$ cat src/rtl/pwm_timebase_pkg.sv
// Shared definitions for the PWM timebase: counting-mode encodings and port widths.
package pwm_timebase_pkg;

  localparam int PRESCALE_W = 4;

  typedef enum logic [1:0] {
    MODE_UP     = 2'b00,
    MODE_DOWN   = 2'b01,
    MODE_UPDOWN = 2'b10,
    MODE_RSVD   = 2'b11
  } mode_e;

endpackage

$ cat src/rtl/pwm_timebase_if.sv
// Register-file side of the timebase: configuration in, count state and events out.
interface pwm_timebase_if
  import pwm_timebase_pkg::*;
#(
  parameter int CNT_W = 16
);
  logic                  en;
  logic                  count_reset;
  logic [1:0]            mode;
  logic                  one_shot;
  logic [CNT_W-1:0]      period;
  logic [PRESCALE_W-1:0] prescale;
  logic [CNT_W-1:0]      count_val;
  logic                  dir;
  logic                  ovf_pulse;
  logic                  udf_pulse;
  logic                  running;
  logic [CNT_W-1:0]      period_active;

  modport master (
    output en, count_reset, mode, one_shot, period, prescale,
    input  count_val, dir, ovf_pulse, udf_pulse, running, period_active
  );

  modport slave (
    input  en, count_reset, mode, one_shot, period, prescale,
    output count_val, dir, ovf_pulse, udf_pulse, running, period_active
  );
endinterface

$ cat src/rtl/pwm_prescaler.sv
// Power-of-two clock prescaler: tick fires once every 2^min(prescale, PSC_W) enabled cycles.
module pwm_prescaler
  import pwm_timebase_pkg::*;
#(
  parameter int PSC_W = 8
) (
  input  logic                  clk,
  input  logic                  rst_n,
  input  logic                  en,
  input  logic                  clr,
  input  logic [PRESCALE_W-1:0] prescale,
  output logic                  tick
);

  logic [PSC_W-1:0] cnt_q;
  logic [PSC_W-1:0] limit;

  function automatic logic [PSC_W-1:0] psc_limit(input logic [PRESCALE_W-1:0] p);
    int             e;
    logic [PSC_W:0] pow;
    e   = (int'(p) > PSC_W) ? PSC_W : int'(p);
    pow = (PSC_W+1)'(1) << e;
    return PSC_W'(pow - (PSC_W+1)'(1));
  endfunction

  assign limit = psc_limit(prescale);
  assign tick  = en && (cnt_q == limit);

  always_ff @(posedge clk or negedge rst_n) begin
    if (!rst_n) begin
      cnt_q <= '0;
    end else if (!en || clr || (cnt_q == limit)) begin
      cnt_q <= '0;
    end else begin
      cnt_q <= cnt_q + 1'b1;
    end
  end

endmodule

$ cat src/rtl/pwm_timebase.sv
// PWM timebase: prescaled up/down/centre-aligned counter with shadowed period and one-shot stop.
module pwm_timebase
  import pwm_timebase_pkg::*;
#(
  parameter int CNT_W = 16,
  parameter int PSC_W = 8
) (
  input  logic           clk,
  input  logic           rst_n,
  pwm_timebase_if.slave  tif
);

  mode_e            mode;
  logic             tick;
  logic             upd;
  logic [CNT_W-1:0] count_q, count_d;
  logic [CNT_W-1:0] pa_q, pa_d;
  logic             dir_q, dir_d;
  logic             ovf_q, ovf_d;
  logic             udf_q, udf_d;
  logic             run_q, run_d;

  assign mode = mode_e'(tif.mode);

  pwm_prescaler #(.PSC_W(PSC_W)) u_psc (
    .clk      (clk),
    .rst_n    (rst_n),
    .en       (tif.en && run_q),
    .clr      (tif.count_reset),
    .prescale (tif.prescale),
    .tick     (tick)
  );

  always_comb begin
    count_d = count_q;
    pa_d    = pa_q;
    dir_d   = dir_q;
    run_d   = run_q;
    ovf_d   = 1'b0;
    udf_d   = 1'b0;
    upd     = 1'b0;
    if (tif.count_reset) begin
      count_d = '0;
      dir_d   = (mode != MODE_DOWN);
      run_d   = 1'b1;
      pa_d    = tif.period;
    end else if (!tif.en) begin
      pa_d = tif.period;
    end else if (tick) begin
      case (mode)
        MODE_DOWN: begin
          dir_d = 1'b0;
          if (count_q == '0) begin
            count_d = pa_q;
            udf_d   = 1'b1;
            upd     = 1'b1;
          end else begin
            count_d = count_q - 1'b1;
          end
        end
        MODE_UPDOWN: begin
          // A zero period degenerates to both boundaries on every tick.
          if (pa_q == '0) begin
            count_d = '0;
            dir_d   = 1'b1;
            ovf_d   = 1'b1;
            udf_d   = 1'b1;
            upd     = 1'b1;
          end else if (dir_q && (count_q == pa_q)) begin
            dir_d   = 1'b0;
            count_d = count_q - 1'b1;
            ovf_d   = 1'b1;
          end else if (!dir_q && (count_q == '0)) begin
            dir_d   = 1'b1;
            count_d = count_q + 1'b1;
            udf_d   = 1'b1;
            upd     = 1'b1;
          end else if (dir_q) begin
            count_d = count_q + 1'b1;
          end else begin
            count_d = count_q - 1'b1;
          end
        end
        default: begin
          dir_d = 1'b1;
          if (count_q == pa_q) begin
            count_d = '0;
            ovf_d   = 1'b1;
            upd     = 1'b1;
          end else begin
            count_d = count_q + 1'b1;
          end
        end
      endcase
      // The period boundary is the only point where the shadow is taken and one-shot stops.
      if (upd) begin
        pa_d = tif.period;
        if (tif.one_shot) run_d = 1'b0;
      end
    end
  end

  always_ff @(posedge clk or negedge rst_n) begin
    if (!rst_n) begin
      count_q <= '0;
      pa_q    <= '0;
      dir_q   <= 1'b1;
      ovf_q   <= 1'b0;
      udf_q   <= 1'b0;
      run_q   <= 1'b1;
    end else begin
      count_q <= count_d;
      pa_q    <= pa_d;
      dir_q   <= dir_d;
      ovf_q   <= ovf_d;
      udf_q   <= udf_d;
      run_q   <= run_d;
    end
  end

  assign tif.count_val     = count_q;
  assign tif.period_active = pa_q;
  assign tif.dir           = dir_q;
  assign tif.ovf_pulse     = ovf_q;
  assign tif.udf_pulse     = udf_q;
  assign tif.running       = run_q;

endmodule

$ cat src/flat_wrapper.sv
// flat-port wrapper written by rule: the top's interface ports become plain ports
module pwm_timebase_flat import pwm_timebase_pkg::*;
#(
  parameter int CNT_W = 16,
  parameter int PSC_W = 8
)
  (clk, rst_n, tif_en, tif_count_reset, tif_mode, tif_one_shot, tif_period, tif_prescale, tif_count_val, tif_dir, tif_ovf_pulse, tif_udf_pulse, tif_running, tif_period_active);
  pwm_timebase_if #(.CNT_W(CNT_W)) tif_i ();
  input  logic clk;
  input  logic rst_n;
  input wire logic [$bits(tif_i.en)-1:0] tif_en;
  input wire logic [$bits(tif_i.count_reset)-1:0] tif_count_reset;
  input wire logic [$bits(tif_i.mode)-1:0] tif_mode;
  input wire logic [$bits(tif_i.one_shot)-1:0] tif_one_shot;
  input wire logic [$bits(tif_i.period)-1:0] tif_period;
  input wire logic [$bits(tif_i.prescale)-1:0] tif_prescale;
  output wire logic [$bits(tif_i.count_val)-1:0] tif_count_val;
  output wire logic [$bits(tif_i.dir)-1:0] tif_dir;
  output wire logic [$bits(tif_i.ovf_pulse)-1:0] tif_ovf_pulse;
  output wire logic [$bits(tif_i.udf_pulse)-1:0] tif_udf_pulse;
  output wire logic [$bits(tif_i.running)-1:0] tif_running;
  output wire logic [$bits(tif_i.period_active)-1:0] tif_period_active;
  assign tif_i.en = tif_en;
  assign tif_i.count_reset = tif_count_reset;
  assign tif_i.mode = tif_mode;
  assign tif_i.one_shot = tif_one_shot;
  assign tif_i.period = tif_period;
  assign tif_i.prescale = tif_prescale;
  assign tif_count_val = tif_i.count_val;
  assign tif_dir = tif_i.dir;
  assign tif_ovf_pulse = tif_i.ovf_pulse;
  assign tif_udf_pulse = tif_i.udf_pulse;
  assign tif_running = tif_i.running;
  assign tif_period_active = tif_i.period_active;
  pwm_timebase #(.CNT_W(CNT_W), .PSC_W(PSC_W)) u_core (.clk(clk), .rst_n(rst_n), .tif(tif_i));
endmodule
$ cat config.mk
export PLATFORM = sky130hd
export DESIGN_NAME = pwm_timebase_flat
export DESIGN_NICKNAME = d
export VERILOG_FILES = /design/src/rtl/pwm_timebase_pkg.sv /design/src/rtl/pwm_timebase_if.sv /design/src/rtl/pwm_prescaler.sv /design/src/rtl/pwm_timebase.sv /design/src/flat_wrapper.sv
export SDC_FILE = /design/constraint.sdc
export NUM_CORES = 1
export LEC_CHECK = 0
export CAP_MARGIN = 40
export CORE_UTILIZATION = 30
export CTS_BUF_LIST = sky130_fd_sc_hd__clkbuf_2 sky130_fd_sc_hd__clkbuf_4 sky130_fd_sc_hd__clkbuf_8
export CTS_CLUSTER_DIAMETER = 100
export DETAILED_ROUTE_END_ITERATION = 7
export PLACE_DENSITY = 0.59
export SETUP_SLACK_MARGIN = 0.15
export SYNTH_ARGS = -nofsm -noshare
export SYNTH_HDL_FRONTEND = slang
export SYNTH_HIERARCHICAL = 1
export SYNTH_SLANG_ARGS = --single-unit
$ cat constraint.sdc
create_clock -name clk -period 7.8 [get_ports clk]
set_input_delay 1.56 -clock clk [delete_from_list [all_inputs] [get_ports clk]]
set_output_delay 1.56 -clock clk [all_outputs]
set_load 0.01 [all_outputs]
**After elaboration in Yosys (flattened, before gate mapping)**

Index checks and enable logic that the tools add are counted.

- Register bits: 44
- Output and inout bits: 36
- Word-level logic and storage cells: 86

- Add/subtract/negate cells: 4
- $lt $le $gt $ge: 1
- Eq/ne operators: 8
- Shifts and indexed selects: 1
- Muxes and demuxes: 47
- Reductions and logical operators: 18

Operators with widths:

| operator | number |
|---|---|
| $mux 16 | 13 |
| $logic_not 16->1 | 2 |
| $pmux 16 s2 | 1 |
| $mux 1 | 27 |
| $add 16x1->16 const B | 1 |
| $eq 16x16->1 | 1 |
| $sub 16x1->16 const B | 1 |
| $add 8x1->8 const B | 1 |
| $eq 8x8->1 | 1 |
| $mux 8 | 1 |
| $pmux 1 s2 | 4 |
| $reduce_bool 2->1 | 4 |
| $shl 1x4->8 const A | 1 |
| $sub 8x1->8 const B | 1 |
| $ne 3x1->1 const B | 2 |
| $ne 5x2->1 const B | 1 |
| $gt 4x4->1 const B | 1 |
| $logic_and 1x1->1 | 4 |
| $mux 4 | 1 |
| $reduce_and 2->1 | 2 |
| $reduce_and 4->1 | 1 |
| $reduce_and 3->1 | 1 |
| $eq 2x1->1 const B | 1 |
| $eq 2x2->1 const B | 1 |
| other kinds (3) | 5 |

**Depth between registers and ports, before layout**

- Word-level depth: 13
- Gate-level depth with buffers: 14
- Gate-level depth less buffers: 13

**Hierarchy**

The synthesis kept the hierarchy.

Modules (own cells, without submodules):

| module | instances | cells an instance | area an instance (µm²) |
|---|---|---|---|
| pwm_timebase | 1 | 368 | 3071.7 |
| pwm_prescaler | 1 | 81 | 694.4 |

**Worst setup path after synthesis**

Ideal clock, no wire load.

- Kind: input to register
- Start: in tif_prescale[0]
- End: reg u_core.count_q[14] (netlist: u_core/tif.count_val[14])
- Library setup time: 0.139 ns
- Data arrival time: 4.926 ns
- Data required time: 7.661 ns
- Setup slack: 2.735 ns
- Stages: 13
- Path buffers: 3
- Cells stage by stage: clkbuf_1 or4b_2 ha_1 nand2b_1 a21oi_1 o211a_1 nand4b_1 a2111oi_0 a21oi_1 clkbuf_1 clkbuf_1 a21oi_1 a41oi_1

- Longest elaborated chain between the ends: 8

RTL lines:

| what | RTL line | RTL |
|---|---|---|
| from (decl) | flat_wrapper.sv:16 | `input wire logic [$bits(tif_i.prescale)-1:0] tif_prescale;` |
| $gt 4x4->1 | pwm_prescaler.sv:21 | `e = (int'(p) > PSC_W) ? PSC_W : int'(p);` |
| $mux 4 * | pwm_prescaler.sv:21 |  |
| $shl 1x4->8 * | pwm_prescaler.sv:22 | `pow = (PSC_W+1)'(1) << e;` |
| $sub 8x1->8 * | pwm_prescaler.sv:23 | `return PSC_W'(pow - (PSC_W+1)'(1));` |
| $eq 8x8->1 * | pwm_prescaler.sv:27 | `assign tick = en && (cnt_q == limit);` |
| $logic_and 1x1->1 * | pwm_prescaler.sv:27 |  |
| net u_core.tick | pwm_timebase.sv:14 | `logic tick;` |
| $reduce_bool 2->1 (no source line) * | n/a |  |
| $reduce_and 2->1 (no source line) * | n/a |  |
| to (signal assigned) | pwm_timebase.sv:112 | `count_q <= count_d;` |
| to (decl) | pwm_timebase.sv:16 | `logic [CNT_W-1:0] count_q, count_d;` |

The timed path passes the listed nets; every way through them passes the cells marked *.
A chain may end at the register's enable or synchronous reset.

**Worst setup path in the final report**

- Start: in tif_prescale[3]
- End: reg u_core.count_q[15] (netlist: u_core/tif.count_val[15])

The elaborated chain is that of the path after synthesis.

==> results by group <==
Global routing
  • All-layer global routing usage: 0.181
  • Largest net degree at the start of global routing: 39
  • Global-route wire length before repair: about 19000 um
  • Total overflow reported by the global router: 0
  • Via count of the first global-routing pass: 3453
  • Antenna violations before repair: 0

Power
  • Register share of total power: 0.466
  • Switching Power: 0.163 mW
  • Static power due to leakage: 1.65 nW
  • Fraction of power consumed by combinational cells: 0.190
  • Maximum vdd drop: 0.0592 mV
  • Internal portion of total power: 0.385 mW
  • Fraction of power consumed by the clock network: 0.343
  • Net Sw Frac: 0.297
  • Power per unit of standard cell area: 119 nW/um^2

Min path
  • Worst hold-check path type: register to register
  • Hold_sp: u_core/tif.running$_DFFE_PN1P_

Layout
  • P&R area growth vs syn: 22.0%
  • Diodes inserted: 0
  • Ratio of cells with drive above 1 in the final layout: 0.0678
  • Net count of the finished layout: 519
  • Number of inserted filler cells in the final layout: 1244
  • Filler-free cell count of the finished design: 655

Setup path
  • CP Launch Point: tif_prescale[3]
  • Data arrival time of the critical path: roughly 5.5 ns
  • Peak fanout along the critical path: 19
  • Kind of critical path: primary input to register
  • Startpoint of the worst-slack reg-to-reg timing path: u_core/tif.count_val[0]$_DFFE_PN0P_
  • Worst path required time: around 8 ns
  • Element type at the critical path end: register
  • Kind of launch point of the worst setup path: primary input

Timing
  • Accumulated negative setup slack: 0 ns
  • Tightest hold margin: approximately 0.53 ns
  • Relative max-transition margin: 0.418
  • Skew final: 0.00930 ns
  • Final setup violation count: 0
  • Share of the clock period used by the worst path: 0.679
  • Slew at the pin with the worst max-slew slack: 0.873 ns
  • Final count of hold timing violations: 0
  • Maximum clock rate: 189 MHz
  • Max-slew violation count: 0
  • Setup repair after global routing missed its margin: no
  • Time the worst path needs with I/O delays and setup: 5.30 ns

Placement
  • Cells after DPL: roughly 650
  • Buffers added on ports: between 60 and 70
  • Detailed placer's ending HPWL: 8200 um
  • Final estimated routing congestion in global placement: 0.899

Drt
  • Detail-routed net length per standard cell: around 17 um
  • Total number of vias: 3620
  • Remaining antenna violation count: 0
  • Number of DRC markers after the initial detailed-route iteration: about 360
  • Via density per instance: 5.53
  • DRC: 0
  • Detailed-routing iteration count for the pre-antenna-repair pass: 5
  • Routed wire length: 11500 um

Yosys
  • Asr flop ratio synth: 1.00
  • Cell count after synthesis: 449
  • Count of distinct cell types in the synthesized netlist: 61
  • Number of flops mapped to enable cells by yosys: 0
  • Flops & latches, synth: between 40 and 50
  • Post-Syn Nets: 482
  • Per-instance average area after synthesis: 8.39 sq um
  • Most instantiated flip-flop cell in the synthesis netlist: dfrtp_1
  • Syn Std Cell Area: 3770 sq um
  • Syn. warnings: 6
  • Fraction of the yosys area taken by sequential cells: 0.293

CTS
  • Clock latency on the worst-skew pair: 0.31 ns
  • Sink count of the clock tree: 44
  • Clock slew at reported path FFs: about 0.090 ns
  • TritonCTS buffer count: 5
  • Buffer cell driving the clock tree root: clkbuf_8
  • Post-cts sizing count: 0
  • Buffers from clock root to sink, at most: 2
  • CTS tree: built
  • Clock H-tree levels: 2
  • Count of buffers added by post-CTS timing repair for setup: 0
  • Number of buffers inserted for hold repair after clock tree synthesis: 0

Flow run
  • Reported max-cap violation count: 0

Floorplanning
  • Total Die Area: 13000 sq um
  • Chip width: about 110 um
  • Initial standard-cell utilization of the core: 0.311
  • Placeable core region: 12100 sq um
  • Num ports: 63
  • Die span in y: 114 um
  • Core Rows: 40

Status
  • Run status: complete, no violations
power groups by stage:
stage	sequential [mW]	clock (mW)	combinational [mW]
floorplan	0.255	0	0.0542
global placement	0.259	0	0.0997
detailed placement	0.260	0	0.103
CTS	0.255	0.195	0.104
global route	0.257	0.204	0.113
finish	0.255	0.188	0.104
metal layers:
layer,GRT usage,wire length [um]
met1,0.268,5500
met2,0.273,5030
met3,0.0266,823
met4,0.0442,96
met5,0,0
final cells by class:
class	instances	area (sq um)	share of cell area
clock buffer	5	68.8	0.0150
clock inverter	3	46.3	0.0101
inverter	15	56.3	0.0123
multi-input combinational	353	2440	0.532
sequential	44	1100	0.240
tap	168	210	0.0457
timing repair buffer	67	666	0.145
kinds of logic after synthesis:
family,after synthesis,share of synthesized area
simple gates,166,0.249
compound gates,106,0.193
buf+inv,52,0.0588
xor+xnor,54,0.126
fa+ha+maj,6,0.0199
mux,21,0.0611
flops,44,0.293
synth_stat cells (8+ instances only):
cell | n | area, sq um
a21oi_1 | 26 | 130
a22oi_1 | 14 | 105
buf_2 | 15 | 75.1
clkbuf_1 | 20 | 75.1
dfrtp_1 | 42 | 1050
inv_1 | 14 | 52.6
mux2_1 | 10 | 113
nand2_1 | 42 | 158
nand2b_1 | 14 | 87.6
nand3_1 | 16 | 80.1
nand4_1 | 9 | 56.3
nor2_1 | 18 | 67.6
nor3_1 | 9 | 45.0
nor4_1 | 16 | 100
o211ai_1 | 8 | 60.1
o21ai_0 | 18 | 90.1
xnor2_1 | 43 | 377
xor2_1 | 11 | 96.3
sequential cells by signal (all words and copies together) (netlist names):
register,cells
u_core/tif.count_val,16
u_core/tif.dir,1
u_core/tif.ovf_pulse,1
u_core/tif.period_active,16
u_core/tif.running,1
u_core/tif.udf_pulse,1
u_core/u_psc/cnt_q,8
stage by stage:
step	util	cell area [sq um]	total power [mW]	setup slack [ns]
2_1_floorplan	-	3770	0.309	2.74
3_5_place_dp	0.370	4480	0.363	2.18
5_1_grt	0.379	4600	0.575	2.18
6_report	0.379	4600	0.548	2.50
3_3_place_gp	0.368	4460	0.359	2.30
4_1_cts	0.379	4600	0.554	2.52
placed cells by master, fill, tap and decap left out, types with 10 or more instances in the layout:
| cell | synthesis | final |
|---|---|---|
| a21oi_1 | 26 | 25 |
| a22oi_1 | 14 | 14 |
| clkdlybuf4s50_1 | 0 | 61 |
| dfrtp_1 | 42 | 42 |
| inv_1 | 14 | 14 |
| mux2_1 | 10 | 10 |
| nand2_1 | 42 | 42 |
| nand2b_1 | 14 | 14 |
| nand3_1 | 16 | 16 |
| nor2_1 | 18 | 18 |
| nor4_1 | 16 | 16 |
| o21ai_0 | 18 | 18 |
| xnor2_1 | 43 | 43 |
| xor2_1 | 11 | 11 |
final timing paths:
kind | cells past startpoint | end | slack (ns)
min in group asynchronous | 1 | u_core/tif.udf_pulse$_DFF_PN0_ | 1.17
hold / removal | 1 | u_core/tif.running$_DFFE_PN1P_ | 0.53
setup / recovery | 15 | u_core/tif.count_val[15]$_DFFE_PN0P_ | 2.50
setup reg to reg | 8 | u_core/tif.period_active[4]$_DFFE_PN0P_ | 4.63
max in group asynchronous | 2 | u_core/u_psc/cnt_q[2]$_DFF_PN0_ | 6.15
hold reg to reg | 1 | u_core/tif.running$_DFFE_PN1P_ | 0.53
critical path: stages:
cell             delay (ns)
clkdlybuf4s50_1        0.63
or4b_2                 0.72
ha_1                   0.28
nor4b_1                0.30
o211a_1                0.23
nand4b_1               0.12
a2111oi_0              0.08
buf_4                  0.18
a21oi_2                0.51
buf_4                  0.35
nand2_1                0.11
nand2b_1               0.10
a21oi_1                0.04
o21a_1                 0.13
a22oi_1                0.17
(Power assumes the default switching activity.)
